===== src/rtl/dla_pkg.sv =====
// Shared types and default datapath constants for the DLA elastic pipeline.
package dla_pkg;

    localparam int unsigned DLA_ACC_W = 20;
    localparam int unsigned DLA_CH    = 3;

    typedef enum logic [1:0] {
        EMPTY = 2'd0,
        BUSY  = 2'd1,
        FULL  = 2'd2
    } skid_state_e;

endpackage


===== src/rtl/dla_skid_stage.sv =====
// One skid-buffered pipeline stage: main register feeds the output, skid register
// catches the beat accepted in the cycle the downstream stalls, ready is a state decode.
module dla_skid_stage
    import dla_pkg::*;
#(
    parameter int unsigned W  = DLA_ACC_W,
    parameter int unsigned CH = DLA_CH
) (
    input  logic         clk,
    input  logic         rst,
    input  logic         clear,
    input  logic         in_valid,
    output logic         in_ready,
    input  logic [W-1:0] in_data [CH-1:0],
    output logic         out_valid,
    input  logic         out_ready,
    output logic [W-1:0] out_data [CH-1:0]
);

    skid_state_e  state;
    skid_state_e  state_next;
    logic [W-1:0] main_reg [CH-1:0];
    logic [W-1:0] skid_reg [CH-1:0];
    logic         acc;
    logic         take;
    logic         load_main;
    logic         load_skid;
    logic         main_from_skid;

    assign in_ready  = (state != FULL);
    assign out_valid = (state != EMPTY);
    assign out_data  = main_reg;

    always_comb begin
        state_next     = state;
        load_main      = 1'b0;
        load_skid      = 1'b0;
        main_from_skid = 1'b0;
        acc            = in_valid && (state != FULL);
        take           = (state != EMPTY) && out_ready;
        case (state)
            EMPTY: begin
                if (acc) begin
                    state_next = BUSY;
                    load_main  = 1'b1;
                end
            end
            BUSY: begin
                if (acc && !take) begin
                    state_next = FULL;
                    load_skid  = 1'b1;
                end else if (take && !acc) begin
                    state_next = EMPTY;
                end else if (acc && take) begin
                    load_main = 1'b1;
                end
            end
            FULL: begin
                if (take) begin
                    state_next     = BUSY;
                    main_from_skid = 1'b1;
                end
            end
            default: state_next = EMPTY;
        endcase
        // Flush only drops state; the data registers keep their stale contents.
        if (clear) begin
            state_next = EMPTY;
        end
    end

    always_ff @(posedge clk) begin
        if (!rst) begin
            state <= EMPTY;
            for (int unsigned c = 0; c < CH; c++) begin
                main_reg[c] <= '0;
                skid_reg[c] <= '0;
            end
        end else begin
            state <= state_next;
            if (load_main) begin
                main_reg <= in_data;
            end else if (main_from_skid) begin
                main_reg <= skid_reg;
            end
            if (load_skid) begin
                skid_reg <= in_data;
            end
        end
    end

endmodule


===== src/rtl/dla_elastic_pipe.sv =====
// Multi-channel elastic pipeline: DEPTH chained skid stages with registered ready,
// synchronous flush gating and a beat occupancy counter.
module dla_elastic_pipe
    import dla_pkg::*;
#(
    parameter int unsigned W     = DLA_ACC_W,
    parameter int unsigned CH    = DLA_CH,
    parameter int unsigned DEPTH = 2,
    parameter int unsigned OCC_W = $clog2(2*DEPTH+1)
) (
    input  logic             clk,
    input  logic             rst,
    input  logic             flush,
    input  logic             in_valid,
    output logic             in_ready,
    input  logic [W-1:0]     in_data [CH-1:0],
    output logic             out_valid,
    input  logic             out_ready,
    output logic [W-1:0]     out_data [CH-1:0],
    output logic [OCC_W-1:0] occupancy
);

    logic [DEPTH:0] link_valid;
    logic [DEPTH:0] link_ready;
    logic [W-1:0]   link_data [DEPTH:0][CH-1:0];
    logic           in_fire;
    logic           out_fire;

    // Flush masks both ends so nothing crosses the boundary in the clearing cycle.
    assign link_valid[0]     = in_valid && !flush;
    assign link_ready[DEPTH] = out_ready && !flush;
    assign link_data[0]      = in_data;

    assign in_ready  = link_ready[0] && !flush;
    assign out_valid = link_valid[DEPTH] && !flush;
    assign out_data  = link_data[DEPTH];

    assign in_fire  = in_valid && in_ready;
    assign out_fire = out_valid && out_ready;

    for (genvar k = 0; k < DEPTH; k++) begin : g_stage
        dla_skid_stage #(
            .W  (W),
            .CH (CH)
        ) u_stage (
            .clk       (clk),
            .rst       (rst),
            .clear     (flush),
            .in_valid  (link_valid[k]),
            .in_ready  (link_ready[k]),
            .in_data   (link_data[k]),
            .out_valid (link_valid[k+1]),
            .out_ready (link_ready[k+1]),
            .out_data  (link_data[k+1])
        );
    end

    always_ff @(posedge clk) begin
        if (!rst) begin
            occupancy <= '0;
        end else if (flush) begin
            occupancy <= '0;
        end else if (in_fire && !out_fire) begin
            occupancy <= occupancy + OCC_W'(1);
        end else if (out_fire && !in_fire) begin
            occupancy <= occupancy - OCC_W'(1);
        end
    end

endmodule


===== config.mk =====
export PLATFORM = sky130hd
export DESIGN_NAME = dla_elastic_pipe
export DESIGN_NICKNAME = d
export VERILOG_FILES = /design/src/rtl/dla_pkg.sv /design/src/rtl/dla_skid_stage.sv /design/src/rtl/dla_elastic_pipe.sv
export SDC_FILE = /design/constraint.sdc
export NUM_CORES = 1
export LEC_CHECK = 0
export ABC_AREA = 0
export CAP_MARGIN = 20
export CORE_ASPECT_RATIO = 1.75
export CORE_MARGIN = 5
export CORE_UTILIZATION = 50
export CTS_CLUSTER_SIZE = 30
export DETAILED_ROUTE_END_ITERATION = 12
export HOLD_SLACK_MARGIN = 0.06
export PLACE_DENSITY_LB_ADDON = 0.08
export SLEW_MARGIN = 10
export SYNTH_ARGS = -nofsm -noshare
export SYNTH_HDL_FRONTEND = slang
export SYNTH_SLANG_ARGS = --single-unit

===== constraint.sdc =====
create_clock -name clk -period 3.8 [get_ports clk]
set_input_delay 0.38 -clock clk [delete_from_list [all_inputs] [get_ports clk]]
set_output_delay 0.38 -clock clk [all_outputs]
set_load 0.02 [all_outputs]

==> run metrics <==
status=completed; ant diodes=0; Hold WS=0.440 ns; crit-path max FO=63; Clock Sinks=247; Avg Inst Size Synth=8.22 sq um; WL per Instance=19.7 um; area share of the largest cell type after synthesis=0.465; Worst Setup Start Kind=flip-flop; setup_tns=0 ns; Hold Crit Depth=3; Critical Path Sink Type=primary output; r2r startpoint=g_stage[1].u_stage.state[0]; Sw Ratio=0.243; IO Count=130; vias=9,736; CP Data Arrival Time=2.59 ns; Required @ worst endpoint=3.42 ns; drt first pass iters=6; Synth cell types=34; Commonest cells post-synth=nand2_1 (362), dfxtp_1 (247), a21oi_1 (184); Slew @ Worst Pin=1.13 ns; post-DP HPWL=17,700 um; Max Fclk=0.337 GHz; CTS H-tree lvls=1; RSZ-0062 raised after global routing=false; kind of critical path=reg -> out; CTS clk-pin slew, worst paths=0.07 ns; Yosys top cell by area=dfxtp_1; First DRT Iteration DRCs=699; TritonCTS clock tree=built; post-CTS setup buffer count=0; # setup viols final=0; first-pass GRT wire length=50,700 um; register area share after synthesis=0.465; PnR Total Power=5630 uW; post_cts resized=0; initial antenna violation count=0; ys async rst share=0; Period Utilization, post-route=0.781; Core Area=0.0209 sq mm; Syn Std Cell Area=0.0106 sq mm; Die Area=0.0244 sq mm; clock skew=0.0151 ns; r2r worst-path depth=7; Synth Register Bits=247; Cell Int Power=4260 uW; Post-Synthesis Cells=1,292; power per cell area=443 mW/mm^2; Fillers=1,880; vias in the first global route=9,438; Layout area overhead=19.6%; Clk Latency, worst-skew pair=0.52 ns; Synth area leaders=dfxtp_1 (47%), nand2_1 (13%), a21oi_1 (8.7%), a311oi_2 (8.5%), o41ai_1 (4.9%); Max-cap violations=0; Slew HR=0.248; global placement routability congestion=0.812; CTS buffer count=23; syn_nets=1,363; grt total ovfl=0; Post-synth EDFFs=0; Layout Utilization=0.607; Chip Height=203 um; Flop pwr share=0.489; Buffers on Ports=129; NetSw=1370 uW; final worst setup slack=0.832 ns; Layout Nets=1,396; Root Buffer=clkbuf_16; HP Class=in -> reg; Starting Density=0.508; Yosys warning total=0; P_leak=0.00392 uW; fin crit period=2.97 ns; Top FF cell, synth=dfxtp_1; all-layer global routing usage=0.252; CP endpoint=in_ready; Final ANT Viol Nets=0; pin count of the biggest net entering global routing=102; CTS Hold Bufs=0; via/cell ratio=6.11; share of layout cells above drive strength 1=0.102; DRC Markers=0; Reg2Reg Setup Slack=1.20 ns; Worst VDD drop=0.358 mV; pins over their slew limit=0; most frequent cell after synthesis=nand2_1; final hold vios=0; Critical Path Source=g_stage[0].u_stage.state[1]; std cell rows=70; Clk network pwr share=0.415; Critical R2R Capture=g_stage[1].u_stage.skid_reg[34]; WL final=31,500 um; combinational share of power=0.096; width of the chip=120 um; clk buf depth=3; setup slack at placement=0.867 ns
[logic make-up (layout without fill, tap and decap cells)]
kind of cell | count (synthesis) | count (layout) | share of synthesized area
flops | 247 | 247 | 0.465
fa+ha+maj | 6 | 6 | 0.00777
mux | 1 | 1 | 0.000942
buf+inv | 150 | 200 | 0.0595
xor+xnor | 2 | 2 | 0.00165
compound gates | 428 | 428 | 0.287
simple gates | 458 | 458 | 0.177
[metal layers]
metal	global-route usage	wire length, um
met5	0	0
met4	0.0791	792
met3	0.0323	1950
met1	0.321	13100
met2	0.440	15600
[how the worst min path moves through the flow]
stage,startpoint,to,slack (ns)
floorplan,g_stage[0].u_stage.skid_reg[0],g_stage[0].u_stage.skid_reg[0],0.44
global placement,g_stage[0].u_stage.skid_reg[20],g_stage[0].u_stage.skid_reg[20],0.44
detailed placement,g_stage[1].u_stage.skid_reg[45],g_stage[1].u_stage.skid_reg[45],0.45
CTS,in_data[21],g_stage[0].u_stage.skid_reg[21],0.43
global route,in_data[21],g_stage[0].u_stage.skid_reg[21],0.43
finish,in_data[52],g_stage[0].u_stage.skid_reg[52],0.44
[cell usage in the layout (no fill, tap or decap), types with 3 or more instances in the layout]
| cell | netlist | routed |
|---|---|---|
| nand2_1 | 362 | 362 |
| dfxtp_1 | 247 | 246 |
| a21oi_1 | 184 | 184 |
| clkdlybuf4s50_1 | 0 | 128 |
| o21ai_0 | 61 | 61 |
| nand3_1 | 60 | 60 |
| a311oi_2 | 60 | 60 |
| o41ai_1 | 60 | 60 |
| a31oi_1 | 60 | 60 |
| clkbuf_16 | 0 | 23 |
| buf_4 | 0 | 17 |
| nor2_1 | 10 | 10 |
| clkinv_2 | 0 | 7 |
| buf_12 | 0 | 7 |
| ha_1 | 5 | 5 |
| clkbuf_1 | 125 | 5 |
| inv_1 | 4 | 4 |
| nand3b_1 | 4 | 4 |
| clkbuf_8 | 0 | 4 |
| nor2b_4 | 0 | 3 |
| nor3b_1 | 3 | 3 |
[layout make-up]
type	instances	area [sq um]	share of cell area
well taps	252	315	0.0248
clock inverters	10	104	0.00817
inverters	5	23.8	0.00187
repair buffers	153	1550	0.122
multi-input cells	895	5120	0.403
clock buffers	32	649	0.0511
flip-flops and latches	247	4950	0.389
[per-stage QoR]
step | instance area [sq um] | cells
after floorplan | 10600 | 1292
after global placement | 11900 | 1551
after detailed placement | 12000 | 1552
after CTS | 12700 | 1594
after global routing | 12700 | 1594
final | 12700 | 1594
[critical path, stage by stage (launching register included)]
cell	delay, ns
dfxtp_1	0.51
nor2b_4	0.24
buf_4	0.65
nor2_1	0.09
clkdlybuf4s50_1	0.58
[power groups by stage]
stage | clock network (uW) | registers [uW] | logic (uW)
floorplan | 0 | 2830 | 274
detailed placement | 0 | 2810 | 538
CTS | 2360 | 2750 | 541
global placement | 0 | 2810 | 533
finish | 2330 | 2750 | 540
global route | 2480 | 2760 | 580
Power figures use the tool's default switching activity.
